===== src/rtl/neuron_pkg.sv =====
// Shared definitions for the neuron MAC scheduler: FP format, FSM states, helpers.
package neuron_pkg;

  localparam int FP_W     = 12;
  localparam int SIGN_BIT = 11;
  localparam int EXP_W    = 5;
  localparam int MANT_W   = 6;

  localparam logic [FP_W-1:0] FP_ZERO = '0;

  typedef enum logic [2:0] {
    IDLE,
    FETCH,
    ISSUE,
    WAIT_RES,
    WRITE,
    FIN
  } state_t;

  function automatic logic fp_is_neg(input logic [FP_W-1:0] value);
    return value[SIGN_BIT];
  endfunction

endpackage


===== src/rtl/neuron_addr_gen.sv =====
// Input/neuron counters and running weight address (j*N+i without a multiplier).
module neuron_addr_gen #(
  parameter int NI_W    = 4,
  parameter int NN_W    = 4,
  parameter int WADDR_W = 8
) (
  input  logic               clk,
  input  logic               rst,
  input  logic               load,
  input  logic               step,
  input  logic               nextNeuron,
  input  logic [NI_W-1:0]    numInputs,
  input  logic [NN_W-1:0]    numNeurons,
  output logic [NI_W-1:0]    inIdx,
  output logic [NN_W-1:0]    neuronIdx,
  output logic [WADDR_W-1:0] wAddr,
  output logic               firstPair,
  output logic               lastPair,
  output logic               lastNeuron
);

  localparam logic [NI_W-1:0]    ONE_I = 1;
  localparam logic [NN_W-1:0]    ONE_N = 1;
  localparam logic [WADDR_W-1:0] ONE_W = 1;

  logic [NI_W-1:0] nReg;
  logic [NN_W-1:0] mReg;

  // Latch job size at accept, then advance i per accepted pair and j per written neuron
  always_ff @(posedge clk) begin
    if (rst) begin
      nReg      <= '0;
      mReg      <= '0;
      inIdx     <= '0;
      neuronIdx <= '0;
      wAddr     <= '0;
    end else if (load) begin
      nReg      <= numInputs;
      mReg      <= numNeurons;
      inIdx     <= '0;
      neuronIdx <= '0;
      wAddr     <= '0;
    end else begin
      // weights are laid out neuron-major, so wAddr simply advances on every pair
      if (step) begin
        wAddr <= wAddr + ONE_W;
        if (!lastPair) begin
          inIdx <= inIdx + ONE_I;
        end
      end
      if (nextNeuron) begin
        inIdx     <= '0;
        neuronIdx <= neuronIdx + ONE_N;
      end
    end
  end

  // Position flags relative to the latched job size
  always_comb begin
    firstPair  = (inIdx == '0);
    lastPair   = (inIdx == nReg - ONE_I);
    lastNeuron = (neuronIdx == mReg - ONE_N);
  end

endmodule


===== src/rtl/neuron_mac_scheduler.sv =====
// Layer controller time-sharing one external FP MAC across all neurons of a layer.
// Optional feature: define RELU_EN to clamp negative neuron results to zero.
module neuron_mac_scheduler
  import neuron_pkg::*;
#(
  parameter int NI_W    = 4,
  parameter int NN_W    = 4,
  parameter int WADDR_W = 8
) (
  input  logic               Clock,
  input  logic               Reset,
  input  logic               Start,
  input  logic [NI_W-1:0]    NumInputs,
  input  logic [NN_W-1:0]    NumNeurons,
  output logic               Busy,
  output logic               Done,
  output logic [NI_W-1:0]    InAddr,
  input  logic [FP_W-1:0]    InData,
  output logic [WADDR_W-1:0] WAddr,
  input  logic [FP_W-1:0]    WData,
  output logic               MacValid,
  input  logic               MacReady,
  output logic [FP_W-1:0]    MacA,
  output logic [FP_W-1:0]    MacB,
  output logic               MacClear,
  output logic               MacLast,
  input  logic               MacResValid,
  input  logic [FP_W-1:0]    MacResult,
  output logic               OutWe,
  output logic [NN_W-1:0]    OutAddr,
  output logic [FP_W-1:0]    OutData
);

  state_t state, nextState;

  logic [NI_W-1:0]    inIdx;
  logic [NN_W-1:0]    neuronIdx;
  logic [WADDR_W-1:0] wAddr;
  logic               firstPair, lastPair, lastNeuron;
  logic               load, step, nextNeuron;
  logic               held;
  logic [FP_W-1:0]    opA, opB, resReg, outVal;

  neuron_addr_gen #(
    .NI_W    (NI_W),
    .NN_W    (NN_W),
    .WADDR_W (WADDR_W)
  ) addrGen (
    .clk        (Clock),
    .rst        (Reset),
    .load       (load),
    .step       (step),
    .nextNeuron (nextNeuron),
    .numInputs  (NumInputs),
    .numNeurons (NumNeurons),
    .inIdx      (inIdx),
    .neuronIdx  (neuronIdx),
    .wAddr      (wAddr),
    .firstPair  (firstPair),
    .lastPair   (lastPair),
    .lastNeuron (lastNeuron)
  );

  // State register, operand hold registers and result capture
  always_ff @(posedge Clock) begin
    if (Reset) begin
      state  <= IDLE;
      held   <= 1'b0;
      opA    <= '0;
      opB    <= '0;
      resReg <= '0;
    end else begin
      state <= nextState;
      // Read data arrives in the first ISSUE cycle and is passed straight through;
      // it is captured then and replayed while the MAC stalls, so the pair stays stable.
      held  <= (state == ISSUE) && !MacReady;
      if (state == ISSUE) begin
        opA <= MacA;
        opB <= MacB;
      end
      if ((state == WAIT_RES) && MacResValid) begin
        resReg <= MacResult;
      end
    end
  end

  // Next-state logic and counter controls
  always_comb begin
    nextState  = state;
    load       = 1'b0;
    step       = 1'b0;
    nextNeuron = 1'b0;
    case (state)
      IDLE: begin
        if (Start) begin
          load      = 1'b1;
          nextState = ((NumInputs != '0) && (NumNeurons != '0)) ? FETCH : FIN;
        end
      end
      FETCH:    nextState = ISSUE;
      ISSUE: begin
        if (MacReady) begin
          step      = 1'b1;
          nextState = lastPair ? WAIT_RES : FETCH;
        end
      end
      WAIT_RES: begin
        if (MacResValid) begin
          nextState = WRITE;
        end
      end
      WRITE: begin
        nextNeuron = !lastNeuron;
        nextState  = lastNeuron ? FIN : FETCH;
      end
      FIN:      nextState = IDLE;
      default:  nextState = IDLE;
    endcase
  end

  // Neuron output value, optionally rectified
  always_comb begin
`ifdef RELU_EN
    outVal = fp_is_neg(resReg) ? FP_ZERO : resReg;
`else
    outVal = resReg;
`endif
  end

  // State-decoded outputs
  always_comb begin
    Busy     = (state == FETCH) || (state == ISSUE) || (state == WAIT_RES) || (state == WRITE);
    Done     = (state == FIN);
    InAddr   = inIdx;
    WAddr    = wAddr;
    MacValid = (state == ISSUE);
    MacClear = (state == ISSUE) && firstPair;
    MacLast  = (state == ISSUE) && lastPair;
    MacA     = '0;
    MacB     = '0;
    if (state == ISSUE) begin
      MacA = held ? opA : InData;
      MacB = held ? opB : WData;
    end
    OutWe    = (state == WRITE);
    OutAddr  = (state == WRITE) ? neuronIdx : '0;
    OutData  = (state == WRITE) ? outVal : FP_ZERO;
  end

endmodule


===== config.mk =====
export PLATFORM = sky130hd
export DESIGN_NAME = neuron_mac_scheduler
export DESIGN_NICKNAME = d
export VERILOG_FILES = /design/src/rtl/neuron_pkg.sv /design/src/rtl/neuron_addr_gen.sv /design/src/rtl/neuron_mac_scheduler.sv
export SDC_FILE = /design/constraint.sdc
export NUM_CORES = 1
export LEC_CHECK = 0
export BUFFER_PORTS_ARGS = -buffer_cell sky130_fd_sc_hd__buf_2
export CAP_MARGIN = 0
export CORE_MARGIN = 2
export CORE_UTILIZATION = 27
export DETAILED_ROUTE_END_ITERATION = 16
export GPL_TIMING_DRIVEN = 0
export HOLD_SLACK_MARGIN = 0.03
export SLEW_MARGIN = 0
export SYNTH_ARGS = -nofsm -noshare
export SYNTH_HDL_FRONTEND = slang
export SYNTH_SLANG_ARGS = --single-unit
export TNS_END_PERCENT = 100

===== constraint.sdc =====
create_clock -name Clock -period 3.9 [get_ports Clock]
set_clock_uncertainty 0.2 [all_clocks]
set_input_delay 0.585 -clock Clock [delete_from_list [all_inputs] [get_ports Clock]]
set_output_delay 0.585 -clock Clock [all_outputs]
set_load 0.005 [all_outputs]

* Word level (Yosys, flattened, before mapping) *
Index checks and enable logic that the tools add are counted.

operators by class
  add/subtract/negate cells = 5
  $mul = 0
  divide/modulo/power cells = 0
  order comparisons = 0
  equal/unequal tests = 10
  shift operators = 0
  muxes and demuxes = 18
  bitwise logic cells = 1
  reductions and logical operators = 18

operators by type and width
  kind                   count
  $mux W12               5
  $mux W3                5
  $pmux W3 S5            1
  $add A4 B1 Y4 const B  2
  $add A8 B1 Y8 const B  1
  $eq A4 B4 Y1           2
  $reduce_bool A4 Y1     2
  $sub A4 B1 Y4 const B  2
  $eq A3 B2 Y1 const B   2
  $eq A3 B3 Y1 const B   2
  $logic_and A1 B1 Y1    5
  $mux W1                5
  $logic_not A4 Y1       1
  $mux W4                1
  $ne A2 B2 Y1 const B   2
  $eq A3 B1 Y1 const B   1
  $logic_not A3 Y1       1
  $logic_or A1 B1 Y1     3
  $reduce_and A3 Y1      1
  $reduce_or A3 Y1       1
  $logic_not A1 Y1       2
  $mux W2                1
  $ne A2 B1 Y1 const B   1
  $reduce_and A2 Y1      1
  other kinds (2)        2

word-level totals
  flip-flop bits (word level) = 64
  latch bits = 0
  bits in writable memories = 0
  memory bits (read-only) = 0
  input port bits = 49
  output and inout port bits = 58
  logic and storage cells = 62
  memories = 0

* Longest topological paths before layout *
Gate-level depths: netlist (run 1).

  word-level depth = 5
  gate-level depth with buffers = 7
  gate-level depth less buffers = 6

* Cells and area by module *
From an unflattened synthesis (run 1), not the netlist that was laid out.

unflattened totals
  cell total of the unflattened synthesis = 411
  area total of the unflattened synthesis = 3,325.7 um^2

modules (own cells, without submodules)
  module                instances  cells an instance  area each (um^2)  seq. area each (um^2)
  neuron_mac_scheduler  1          270                2,055.7           800.8
  neuron_addr_gen       1          141                1,270.0           480.5

* Worst setup path after synthesis (run 1) *
No wires, ideal clock.

  kind = reg-to-output
  start point = register held
  end point = output port MacA[0]
  data arrival time = 1,343 ps
  data required time = 3,115 ps
  setup slack = 1,772 ps
  cell stages (with the launch flop) = 5
  buffers on the path = 2
  cell sequence = dfxtp_1 clkbuf_1 buf_1 mux2i_1 nor2_1

between the ends
  cells in the longest elaborated chain, start to end = 2

RTL lines
  item                      RTL line                     RTL
  start: declaration        neuron_mac_scheduler.sv:41   logic held;
  start signal: assignment  neuron_mac_scheduler.sv:76   held <= (state == ISSUE) && !MacReady;
  $mux W12                  neuron_mac_scheduler.sv:142  MacA = held ? opA : InData;
  $mux W12                  neuron_mac_scheduler.sv:141  if (state == ISSUE) begin
  end: declaration          neuron_mac_scheduler.sv:23   output logic [FP_W-1:0] MacA,

No other way between the ends.

* Final worst setup path (run 1) *
  start point = register held
  end point = output port MacA[1]

The elaborated chain is that of the path after synthesis.

==> qor.tcl, run 1 <==
set qor(hold_path.startpoint) {outVal[10]}
set qor(timing.hold.worst_path_depth) 2
set qor(hold_path_end) {outVal[10]}
set qor(yosys_warnings) 0
set qor(setup_ws_ns) 1.00
set qor(initial_core_util_pct) 27.6
set qor(multi_input_area_mm2) 0.00186
set qor(power.leakage_nw) 1.76
set qor(routed_wl_per_cell_um) 12.8
set qor(worst_setup_hold_path_clk_slew_ns) 0.06
set qor(layout_min_cycle_time_ns) 2.90
set qor(chipWidth_um) 115
set qor(post-cts-setup-buffer-count) 0
set qor(largest_net_degree_at_the_start_of_global_routing) 12
set qor(detail-route-antenna-nets) 0
set qor(fillCellCount) 1262
set qor(insertedDiodeCount) 0
set qor(totalWireLength_um) 8880
set qor(synthToLayoutAreaGrowth_pct) 31.0
set qor(post-place-ws_ns) 1.33
set qor(buffer_ports.inserted) 106
set qor(timing.reg2reg.setup_slack_ns) 1.64
set qor(cts_sinks) 64
set qor(netlist-cell-type-count) 51
set qor(globalRoute.busiestLayer) {met2}
set qor(yosys-top-cells-area) {dfxtp_1 (39%), nand2_1 (12%), mux2i_1 (8.2%), a21oi_1 (7.6%), nor2_1 (4.2%)}
set qor(grt_overflow) 0
set qor(antenna_found_initial) 0
set qor(syn_avg_cell_area_um2) 7.78
set qor(crit_arrival_ns) 2.11
set qor(end_kind) {output pin}
set qor(cts.hold.buffers_added) 0
set qor(core_outline_area_mm2) 0.0120
set qor(synth_edf_count) 0
set qor(finalNetCount) 596
set qor(synthArstFlopShare_pct) 0
set qor(grtUsageMet2_pct) 23.1
set qor(cts-root-to-sink-buffers) 2
set qor(worst-slew-pin-transition_ns) 0.824
set qor(postSynthNetCount) 479
set qor(routabilityCongestion) 0.807
set qor(worst-path-max-fanout) 10
set qor(post-synth-top-area-fraction_pct) 38.8
set qor(first_pass_grt_wire_length_um) 14400
set qor(die-area_mm2) 0.0131
set qor(yosysSeqAreaShare_pct) 38.8
set qor(r2r_cells) 6
set qor(drt_iter0_drc) 121
set qor(dr_total_vias) 3217
set qor(globalRouteTotalUtil_pct) 13.9
set qor(timing.final.hold_violations) 0
set qor(run_status) {finished clean}
set qor(yosys_most_used_dff) {dfxtp_1}
set qor(max-vdd-ir-drop_v) 0.000270
set qor(setup_tns_ns) 0
set qor(synthesis.area_mm2) 0.00330
set qor(row_count) 40
set qor(gr-usage-met1_pct) 16.5
set qor(grt_pass1_vias) 3049
set qor(synth.top_cells.by_count) {nand2_1 (103), dfxtp_1 (64), a21oi_1 (50)}
set qor(die-height_um) 115
set qor(synthesis.instances) 424
set qor(worst_r2r_endpoint) {opA[9]}
set qor(p_per_cell_area_mw_per_mm2) 410
set qor(highest_achievable_clock_rate_mhz) 345
set qor(fin_crit_sh_pct) 74.3
set qor(drt_first_pass_iters) 4
set qor(io_pins) 107
set qor(cts_tree) {built}
set qor(regToRegStartpoint) {state[2]}
set qor(cts_made_buffers) 9
set qor(hold_path.class) {reg -> reg}
set qor(synth.largest_area_cell) {dfxtp_1}
set qor(cts_resized) 0
set qor(path_class) {reg -> out}
set qor(leading_cell_type_by_number_of_instances_after_synthesis) {nand2_1}
set qor(via_per_inst) 4.64
set qor(final_slew_viol_count) 0
set qor(max_cap_viol_count) 0
set qor(rsz0062_at_grt) {no}
set qor(drive_gt1_share_pct) 24.7
set qor(ff_latch_area_mm2) 0.00128
set qor(dr_drc_count) 0
set qor(critPathLaunchType) {flip-flop}
set qor(required_ns) 3.12
set qor(postSynthRegisterBits) 64
set qor(cts.root.buffer_cell) {clkbuf_16}
set qor(worst_skew_pair.late_latency_ns) 0.34
set qor(final_setup_violation_count) 0
set qor(met3_usage_pct) 5.35
set qor(slew_headroom_pct) 44.7
set qor(place_hpwl_um) 6660
set qor(h_tree_level_count) 3
[registers in the layout, indices dropped and copies added (netlist names)]
register           cells
addrGen.inIdx          4
addrGen.neuronIdx      4
outVal                12
addrGen.mReg           4
addrGen.nReg           4
opA                   12
held                   1
addrGen.wAddr          8
opB                   12
state                  3
[worst max-delay path, stage by stage (launching register included)]
cell	delay, ns
dfxtp_1	0.30
clkbuf_1	0.37
buf_1	0.62
mux2i_1	0.28
nor2_1	0.06
buf_2	0.14
[final cells by class]
class,count,share of cell area (%)
inverters,11,0.955
repair buffers,106,12.3
flip-flops and latches,64,29.6
clock inverters,5,1.27
plain buffers,27,2.69
clock buffers,11,5.85
multi-input cells,322,43.1
well taps,147,4.25
[through the flow]
| stage | hold WS (ns) | area [µm²] | instances | util (%) | power [W] |
|---|---|---|---|---|---|
| finish | 0.251 | 4320 | 693 | 36.1 | 0.00177 |
| global route | 0.266 | 4320 | 693 | 36.1 | 0.00187 |
| CTS | 0.251 | 4320 | 693 | 36.1 | 0.00181 |
| detailed placement | 0.244 | 4020 | 677 | 33.6 | 0.000967 |
| global placement | 0.239 | 4020 | 677 | 33.6 | 0.000961 |
| floorplan | 0.232 | 3300 | 424 | - | 0.000872 |
[placed cells by master (no fill, tap or decap), types with 3 or more instances in the layout]
cell and n:
buf_2 109, nand2_1 103, dfxtp_1 64, a21oi_1 50, nor2_1 37, mux2i_1 27, clkbuf_1 20, and2_1 16
inv_1 9, clkbuf_16 9, xor2_1 7, nor3_1 7, xnor2_1 7, ha_1 6, nand4_1 5, nand3_1 5
o21ai_0 4, or3_1 4, a311oi_1 4, and3_1 3, nand3b_1 3, a31oi_1 3
[report_power, final]
part	leakage (nW)	switching [W]	internal, W	total [W]
logic	1.10	0.000150	0.0000999	0.000249
clock network	0.148	0.000295	0.000526	0.000822
registers	0.518	0.0000195	0.000681	0.000700
[cell families (layout without fill, tap and decap cells)]
logic type                 Yosys count  in the layout  synth area share [%]
xor gates and xnor gates            16             16                  5.12
and+or+nand+nor                    198            198                  27.4
DFF                                 64             64                  38.8
AOI/OAI and AO/OA                   75             75                  13.4
muxes                               27             27                  8.19
adders and majority gates            6              6                  2.27
buffers and inverters               38            160                  4.78
[how the worst max path moves through the flow]
stage          start       to  slack (ns)  cells past startpoint
2_1_floorplan   held  MacA[0]        1.77                      4
3_3_place_gp    held  MacA[1]        1.32                      5
3_5_place_dp    held  MacB[7]        1.33                      5
4_1_cts         held  MacA[1]        0.95                      5
5_1_grt         held  MacA[7]        0.83                      5
6_report        held  MacA[1]        1.00                      5
[routing by layer]
metal | up-vias | routed length [µm]
li1 | 1663 | -
met5 | - | 0
met4 | 0 | 133
met1 | 1463 | 4010
met2 | 80 | 4150
met3 | 11 | 595
Note: power is estimated with default switching activity, not from simulation.
==> run 2: changes to the inputs <==
Clock period 3.9 ns to 2.33 ns, I/O delays scaled along.
==> qor.tcl, run 2 (same netlist as run 1, synthesis figures left out) <==
set qor(run_status) {finished clean} ;# unchanged
set qor(drive_gt1_share_pct) 30.1 ;# was 24.7%
set qor(grt_overflow) 0 ;# unchanged
set qor(io_pins) 107 ;# unchanged
set qor(final_cell_area_mm2) 0.00447 ;# was 0.00432 mm²
set qor(die-height_um) 115 ;# unchanged
set qor(worst-slew-pin-transition_ns) 0.575 ;# was 0.824 ns
set qor(dr_drc_count) 0 ;# unchanged
set qor(synthToLayoutAreaGrowth_pct) 35.6 ;# was 31.0%
set qor(power.leakage_nw) 1.85 ;# was 1.76 nW
set qor(chipWidth_um) 115 ;# unchanged
set qor(place_hpwl_um) 6660 ;# unchanged
set qor(p_per_cell_area_mw_per_mm2) 678 ;# was 410 mW/mm²
set qor(grt_pass1_vias) 3079 ;# was 3049
set qor(totalWireLength_um) 9040 ;# was 8880 µm
set qor(path_class) {reg -> out} ;# unchanged
set qor(max-vdd-ir-drop_v) 0.000455 ;# was 0.000270 V
set qor(via_per_inst) 4.65 ;# was 4.64
set qor(layout.cells.most_common) {buf_2} ;# unchanged
set qor(cts_sinks) 64 ;# unchanged
set qor(detail-route-antenna-nets) 0 ;# unchanged
set qor(slew_headroom_pct) 61.6 ;# was 44.7%
set qor(required_ns) 1.78 ;# was 3.12 ns
set qor(row_count) 40 ;# unchanged
set qor(finalNetCount) 605 ;# was 596
set qor(critPathLaunchType) {flip-flop} ;# unchanged
set qor(worst-path-max-fanout) 10 ;# unchanged
set qor(worst_skew_pair.late_latency_ns) 0.34 ;# about the same
set qor(first_pass_grt_wire_length_um) 14500 ;# was 14400 µm
set qor(dr_total_vias) 3267 ;# was 3217
set qor(placedCellCount) 677 ;# unchanged
set qor(antenna_found_initial) 0 ;# unchanged
set qor(layoutNonFillerInstCount) 702 ;# was 693
set qor(routabilityCongestion) 0.807 ;# unchanged
set qor(drt_first_pass_iters) 4 ;# unchanged
set qor(largest_net_degree_at_the_start_of_global_routing) 20 ;# was 12
set qor(timing.final.hold_violations) 0 ;# unchanged
set qor(core_outline_area_mm2) 0.0120 ;# unchanged
set qor(end_kind) {output pin} ;# unchanged
set qor(die-area_mm2) 0.0131 ;# unchanged
set qor(buffer_ports.inserted) 106 ;# unchanged
set qor(h_tree_level_count) 3 ;# unchanged
set qor(crit_arrival_ns) 1.68 ;# was 2.11 ns
set qor(highest_achievable_clock_rate_mhz) 448
set qor(total_power_w) 0.00303 ;# was 0.00177 W
set qor(cts-root-to-sink-buffers) 2 ;# unchanged
set qor(fin_crit_sh_pct) 95.8
set qor(dp_area_mm2) 0.00402 ;# unchanged
set qor(cts_tree) {built} ;# unchanged
set qor(layout_min_cycle_time_ns) 2.23
set qor(final_slew_viol_count) 0 ;# unchanged
set qor(drt_iter0_drc) 127 ;# was 121
set qor(insertedDiodeCount) 0 ;# unchanged
set qor(initial_core_util_pct) 27.6 ;# unchanged
set qor(max_cap_viol_count) 0 ;# unchanged
set qor(worst_setup_hold_path_clk_slew_ns) 0.06 ;# about the same
set qor(hold_path.class) {in -> reg} ;# was reg -> reg
set qor(routed_wl_per_cell_um) 12.9 ;# was 12.8 µm
set qor(rsz0062_at_grt) {no} ;# unchanged
set qor(fillCellCount) 1246 ;# was 1262
set qor(setup_tns_ns) 0 ;# unchanged
set qor(most-common-layout-cells) {buf_2 (109), nand2_1 (103), dfxtp_1 (56)} ;# was buf_2 (109), nand2_1 (103), dfxtp_1 (64)
set qor(final_setup_violation_count) 0 ;# unchanged
set qor(cts_made_buffers) 9 ;# unchanged
set qor(cts.root.buffer_cell) {clkbuf_16} ;# unchanged
set qor(globalRouteTotalUtil_pct) 14.1 ;# was 13.9%
==> run 2: cell types whose count changed in the layout (fill, tap and decap cells not counted), moves of 2 or more <==
cell / delta
buf_1: -2
dfxtp_2: +8
inv_2: +2
dfxtp_1: -8
buf_4: +13
inv_1: -2
clkbuf_1: -6
clkbuf_4: +2
==> run 2: path summary, 6_finish.rpt <==
kind,cells after the start,end,slack [ns],startpoint
max reg2reg,6,opA[4],0.27,state[0]
min reg2reg,2,outVal[10],0.25,outVal[10]
min,3,outVal[6],0.05,MacResult[6]
max,4,MacClear,0.1,state[0]
==> run 2: metrics by stage <==
stage / util [%] / setup slack [ns] / hold WS [ns]
2_1_floorplan: - / 0.251 / 0.229
3_3_place_gp: 33.6 / -0.0185 / 0.239
3_5_place_dp: 33.6 / -0.00680 / 0.244
4_1_cts: 36.8 / 0.000521 / 0.0320
5_1_grt: 37.4 / 0.00160 / 0.0392
6_report: 37.4 / 0.0967 / 0.0492
==> run 2: final cells by class <==
type | instances | area, µm² | share of cell area [%]
plain buffers | 24 | 124 | 2.77
clock buffers | 11 | 253 | 5.65
clock inverters | 5 | 55.1 | 1.23
inverters | 11 | 41.3 | 0.923
multi-input cells | 322 | 1900 | 42.5
flip-flops and latches | 64 | 1290 | 28.9
well taps | 147 | 184 | 4.11
repair buffers | 118 | 623 | 13.9
==> run 2: power by group <==
group / internal [W] / switching [W] / total [W]
Sequential: 0.00114 / 0.0000337 / 0.00117
Clock: 0.000881 / 0.000493 / 0.00137
Combinational: 0.000218 / 0.000266 / 0.000484
Total: 0.00224 / 0.000793 / 0.00303
==> run 2: timing repair <==
action                                  4_1_cts  5_1_grt
hold buffers                                  1        0
resized for setup                            19       13
setup buffers                                 4        7
pin swaps                                     2        2
endpoints found under the setup margin       31       26
endpoints found under the hold margin         1        0
==> run 2: per-layer routing <==
metal / vias to the layer above / wire (µm) / GRT usage [%]
met4: 0 / 133 / 4.88
met1: 1480 / 4050 / 16.5
li1: 1681 / - / -
met5: - / 0 / 0
met3: 11 / 590 / 5.35
met2: 95 / 4260 / 23.6
==> run 2: critical path, cell delays in order, from the launching register on <==
cell	delay, ns
dfxtp_2	0.34
or3b_4	0.40
clkbuf_8	0.18
nor4b_2	0.27
buf_2	0.16
==> run 3: changes to the inputs <==
Settings changed: CORE_ASPECT_RATIO set to 0.75, SYNTH_HIERARCHICAL set to 1.
==> qor.tcl, run 3 <==
set qor(chipWidth_um) 132 ;# was 115 µm
set qor(syn_avg_cell_area_um2) 8.09 ;# was 7.78 µm²
set qor(share_of_the_synthesized_area_in_compound_gates_ao_oa_aoi_oai_pct) 10.2 ;# was 13.4%
set qor(fin_crit_sh_pct) 100 ;# was 95.8%
set qor(highest_achievable_clock_rate_mhz) 428 ;# was 448 MHz
set qor(layout.cells.most_common) {buf_2} ;# unchanged
set qor(antenna_found_initial) 0 ;# unchanged
set qor(combinationalPowerShare_pct) 15.1 ;# was 16.0%
set qor(fillCellCount) 1228 ;# was 1246
set qor(cts_sinks) 64 ;# unchanged
set qor(layout_min_cycle_time_ns) 2.34 ;# was 2.23 ns
set qor(die-area_mm2) 0.0132 ;# was 0.0131 mm²
set qor(power.switching_fraction_pct) 25.5 ;# was 26.1%
set qor(cts-root-to-sink-buffers) 2 ;# unchanged
set qor(path_depth) 10 ;# was 4
set qor(max-vdd-ir-drop_v) 0.000312 ;# was 0.000455 V
set qor(final_core_util_pct) 38.6 ;# was 37.4%
set qor(cts_tree) {built} ;# unchanged
set qor(path_class) {reg -> reg} ;# was reg -> out
set qor(grt_overflow) 0 ;# unchanged
set qor(core_outline_area_mm2) 0.0121 ;# was 0.0120 mm²
set qor(setup_tns_ns) -0.00507 ;# was 0 ns
set qor(first_pass_grt_wire_length_um) 14800 ;# was 14500 µm
set qor(final_cell_area_mm2) 0.00468 ;# was 0.00447 mm²
set qor(initial_core_util_pct) 27.4 ;# was 27.6%
set qor(worst_r2r_endpoint) {addrGen/inIdx[3]} ;# was opA[4]
set qor(yosysSeqAreaShare_pct) 38.5 ;# was 38.8%
set qor(worst_setup_hold_path_clk_slew_ns) 0.06 ;# about the same
set qor(regToRegStartpoint) {addrGen/mReg[1]} ;# was state[0]
set qor(synth_simple_gate_area_share_pct) 27.4 ;# about the same
set qor(yosys_most_used_dff) {dfxtp_1} ;# unchanged
set qor(via_per_inst) 4.46 ;# was 4.65
set qor(routabilityCongestion) 0.767 ;# was 0.807
set qor(violations_in_the_final_reports) {setup timing}
set qor(total_power_w) 0.00299 ;# was 0.00303 W
set qor(met3WireLength_um) 474 ;# was 590 µm
set qor(netlist-cell-type-count) 47 ;# was 51
set qor(hold_path_end) {outVal[2]} ;# was outVal[6]
set qor(insertedDiodeCount) 0 ;# unchanged
set qor(dr_total_vias) 3178 ;# was 3267
set qor(synth.largest_area_cell) {dfxtp_1} ;# unchanged
set qor(met2WireLength_um) 4310 ;# was 4260 µm
set qor(cts.hold.buffers_added) 0 ;# was 1
set qor(required_ns) 2.36 ;# was 1.78 ns
set qor(drt_iter0_drc) 73 ;# was 127
set qor(buffer_ports.inserted) 106 ;# unchanged
set qor(ff_latch_area_mm2) 0.00129 ;# about the same
set qor(timing.final.hold_violations) 0 ;# unchanged
set qor(r2r_cells) 10 ;# was 6
set qor(synthesis.instances) 411 ;# was 424
set qor(timing.reg2reg.setup_slack_ns) -0.005 ;# was 0.27 ns
set qor(synth.top_cells.by_count) {nand2_1 (81), dfxtp_1 (64), nor2_1 (45)} ;# was nand2_1 (103), dfxtp_1 (64), a21oi_1 (50)
set qor(routed_wl_per_cell_um) 12.9 ;# about the same
set qor(timing.critical_path.cells) {inv_2 > ha_4 > xnor2_2 > nor4_2 > buf_4 > nor2b_4 > or3_4 > nor4_4 > o21ai_1 > o311ai_1} ;# was or3b_4 > clkbuf_8 > nor4b_2 > buf_2
set qor(multi_input_area_mm2) 0.00202 ;# was 0.00190 mm²
set qor(finalNetCount) 597 ;# was 605
set qor(final_slew_viol_count) 0 ;# unchanged
set qor(largest_net_degree_at_the_start_of_global_routing) 12 ;# was 20
set qor(crit_path_top_delay_cell) {or3_4} ;# was or3b_4
set qor(timing.hold.worst_path_depth) 3 ;# unchanged
set qor(drt_first_pass_iters) 4 ;# unchanged
set qor(synthToLayoutAreaGrowth_pct) 40.6 ;# was 35.6%
set qor(worst-path-max-fanout) 4 ;# was 10
set qor(synth-adder-area-share_pct) 2.26 ;# was 2.27%
set qor(io_pins) 107 ;# unchanged
set qor(critPathBufInv) 2 ;# unchanged
set qor(h_tree_level_count) 3 ;# unchanged
set qor(run_status) {complete, but fails checks} ;# was finished clean
set qor(max_cap_viol_count) 0 ;# unchanged
set qor(die-height_um) 100 ;# was 115 µm
set qor(rsz0062_at_grt) {yes} ;# was no
set qor(final_setup_violation_count) 1 ;# was 0
set qor(clock_power_share_pct) 46.0 ;# was 45.3%
set qor(row_count) 35 ;# was 40
set qor(synthesis.area_mm2) 0.00333 ;# was 0.00330 mm²
set qor(synthArstFlopShare_pct) 0 ;# unchanged
set qor(worst-slew-pin-transition_ns) 0.560 ;# was 0.575 ns
set qor(end_kind) {flip-flop} ;# was output pin
set qor(place_hpwl_um) 6900 ;# was 6660 µm
set qor(critPathLaunchType) {flip-flop} ;# unchanged
set qor(intPower_w) 0.00223 ;# was 0.00224 W
set qor(setup_ws_ns) -0.00507 ;# was 0.0967 ns
set qor(share_of_synthesized_area_spent_on_multiplexers_pct) 10.5 ;# was 8.19%
set qor(met1Wirelength_um) 4280 ;# was 4050 µm
set qor(postSynthRegisterBits) 64 ;# unchanged
set qor(post-place-ws_ns) -0.389 ;# was -0.00680 ns
set qor(postSynthNetCount) 466 ;# was 479
set qor(top_layer) {met4} ;# unchanged
set qor(yosys-top-cells-area) {dfxtp_1 (39%), mux2i_1 (11%), nand2_1 (9.1%), a21oi_1 (6.6%), nor2_1 (5.1%)} ;# was dfxtp_1 (39%), nand2_1 (12%), mux2i_1 (8.2%), a21oi_1 (7.6%), nor2_1 (4.2%)
set qor(leading_cell_type_by_number_of_instances_after_synthesis) {nand2_1} ;# unchanged
set qor(critical_path_s_top_delay_family) {simple AND/OR/NAND/NOR gates} ;# unchanged
set qor(totalWireLength_um) 9170 ;# was 9040 µm
set qor(timing.critical_path.slowest_cell_delay_ns) 0.40 ;# about the same
set qor(cts.root.buffer_cell) {clkbuf_16} ;# unchanged
set qor(netSwitchingPower_w) 0.000762 ;# was 0.000793 W
set qor(p_per_cell_area_mw_per_mm2) 639 ;# was 678 mW/mm²
set qor(hold_path.startpoint) {MacResult[2]} ;# was MacResult[6]
set qor(most-common-layout-cells) {buf_2 (113), nand2_1 (80), dfxtp_1 (57)} ;# was buf_2 (109), nand2_1 (103), dfxtp_1 (56)
set qor(synth_edf_count) 0 ;# unchanged
set qor(hold_path.class) {in -> reg} ;# unchanged
set qor(slew_headroom_pct) 62.6 ;# was 61.6%
set qor(cts_made_buffers) 9 ;# unchanged
set qor(synth_xor_area_share_pct) 5.72 ;# was 5.12%
set qor(grt_pass1_vias) 3123 ;# was 3079
set qor(power.leakage_nw) 1.97 ;# was 1.85 nW
set qor(drive_gt1_share_pct) 35.5 ;# was 30.1%
set qor(yosys_warnings) 6 ;# was 0
set qor(dp_area_mm2) 0.00412 ;# was 0.00402 mm²
set qor(worst_skew_pair.late_latency_ns) 0.33 ;# was 0.34 ns
set qor(globalRouteTotalUtil_pct) 13.9 ;# was 14.1%
set qor(synth_top_family_by_area) {simple AND/OR/NAND/NOR gates} ;# unchanged
set qor(crit_arrival_ns) 2.37 ;# was 1.68 ns
set qor(seq_power_share_pct) 38.9 ;# was 38.7%
set qor(dr_drc_count) 0 ;# unchanged
set qor(post-synth-top-area-fraction_pct) 38.5 ;# was 38.8%
set qor(detail-route-antenna-nets) 0 ;# unchanged
[run 3: changes by cell type in the layout (fill, tap and decap cells not counted), moves of 4 or more]
cell      previous run  this run
nand2_1            103        80
a311oi_1             4         0
buf_6                0         5
nor2_1              37        44
buf_2              109       113
buf_4               13        17
a21oi_1             50        44
nor3_1               7         3
clkbuf_1            14         7
mux2i_1             27        35
[run 3: area by class of cell]
| type | instances | share of cell area [%] |
|---|---|---|
| multi-input combinational | 311 | 43.2 |
| sequential | 64 | 27.7 |
| timing repair buffer | 122 | 14.0 |
| clock buffer | 11 | 5.40 |
| tap | 166 | 4.44 |
| buffer | 25 | 3.24 |
| clock inverter | 5 | 1.18 |
| inverter | 9 | 0.776 |
[run 3: power by group through the flow]
stage | clock network, W | registers, W | logic [W]
after global routing | 0.00147 | 0.00117 | 0.000500
after floorplan | 0 | 0.00118 | 0.000263
final | 0.00137 | 0.00116 | 0.000451
after global placement | 0 | 0.00118 | 0.000388
after detailed placement | 0 | 0.00118 | 0.000397
after CTS | 0.00142 | 0.00116 | 0.000428
[run 3: cells by family after synthesis]
logic type / after synthesis
simple gates: 189
flops: 64
compound gates: 61
buf+inv: 36
mux: 35
xor+xnor: 20
fa+ha+maj: 6
[run 3: worst max-delay path by stage]
stage	start	end	slack, ns
2_1_floorplan	addrGen/mReg[0]	addrGen/inIdx[3]	0.006
3_3_place_gp	state[1]	addrGen/inIdx[1]	-0.32
3_5_place_dp	state[1]	addrGen/inIdx[1]	-0.39
4_1_cts	addrGen/nReg[0]	MacLast	-0.06
5_1_grt	addrGen/mReg[1]	addrGen/inIdx[3]	-0.07
6_report	addrGen/mReg[1]	addrGen/inIdx[3]	-0.005
[run 3: per-stage QoR]
stage | hold slack [ns] | std cells
6_report | 0.0532 | 713
5_1_grt | 0.0545 | 713
4_1_cts | 0.0440 | 709
3_5_place_dp | 0.244 | 683
3_3_place_gp | 0.239 | 683
2_1_floorplan | 0.229 | 411
[run 3: worst register-to-register path: stages, from the launching register on]
cell      delay [ns]
dfxtp_2         0.35
inv_2           0.05
ha_4            0.24
xnor2_2         0.13
nor4_2          0.26
buf_4           0.17
nor2b_4         0.05
or3_4           0.41
nor4_4          0.18
o21ai_1         0.12
o311ai_1        0.09
[run 3: per-layer routing]
layer  global-route usage (%)  vias to the layer above
met5                        0                        -
met4                     4.77                        0
met3                     5.00                        8
met2                     22.7                       56
met1                     17.2                     1468
li1                         -                     1646
[run 3: what timing repair did]
action / 4_1_cts / 5_1_grt
pin swaps: 8 / 7
gates resized for setup: 19 / 24
endpoints found under the setup margin: 45 / 44
buffers inserted: 12 / 4
gates cloned: 0 / 0
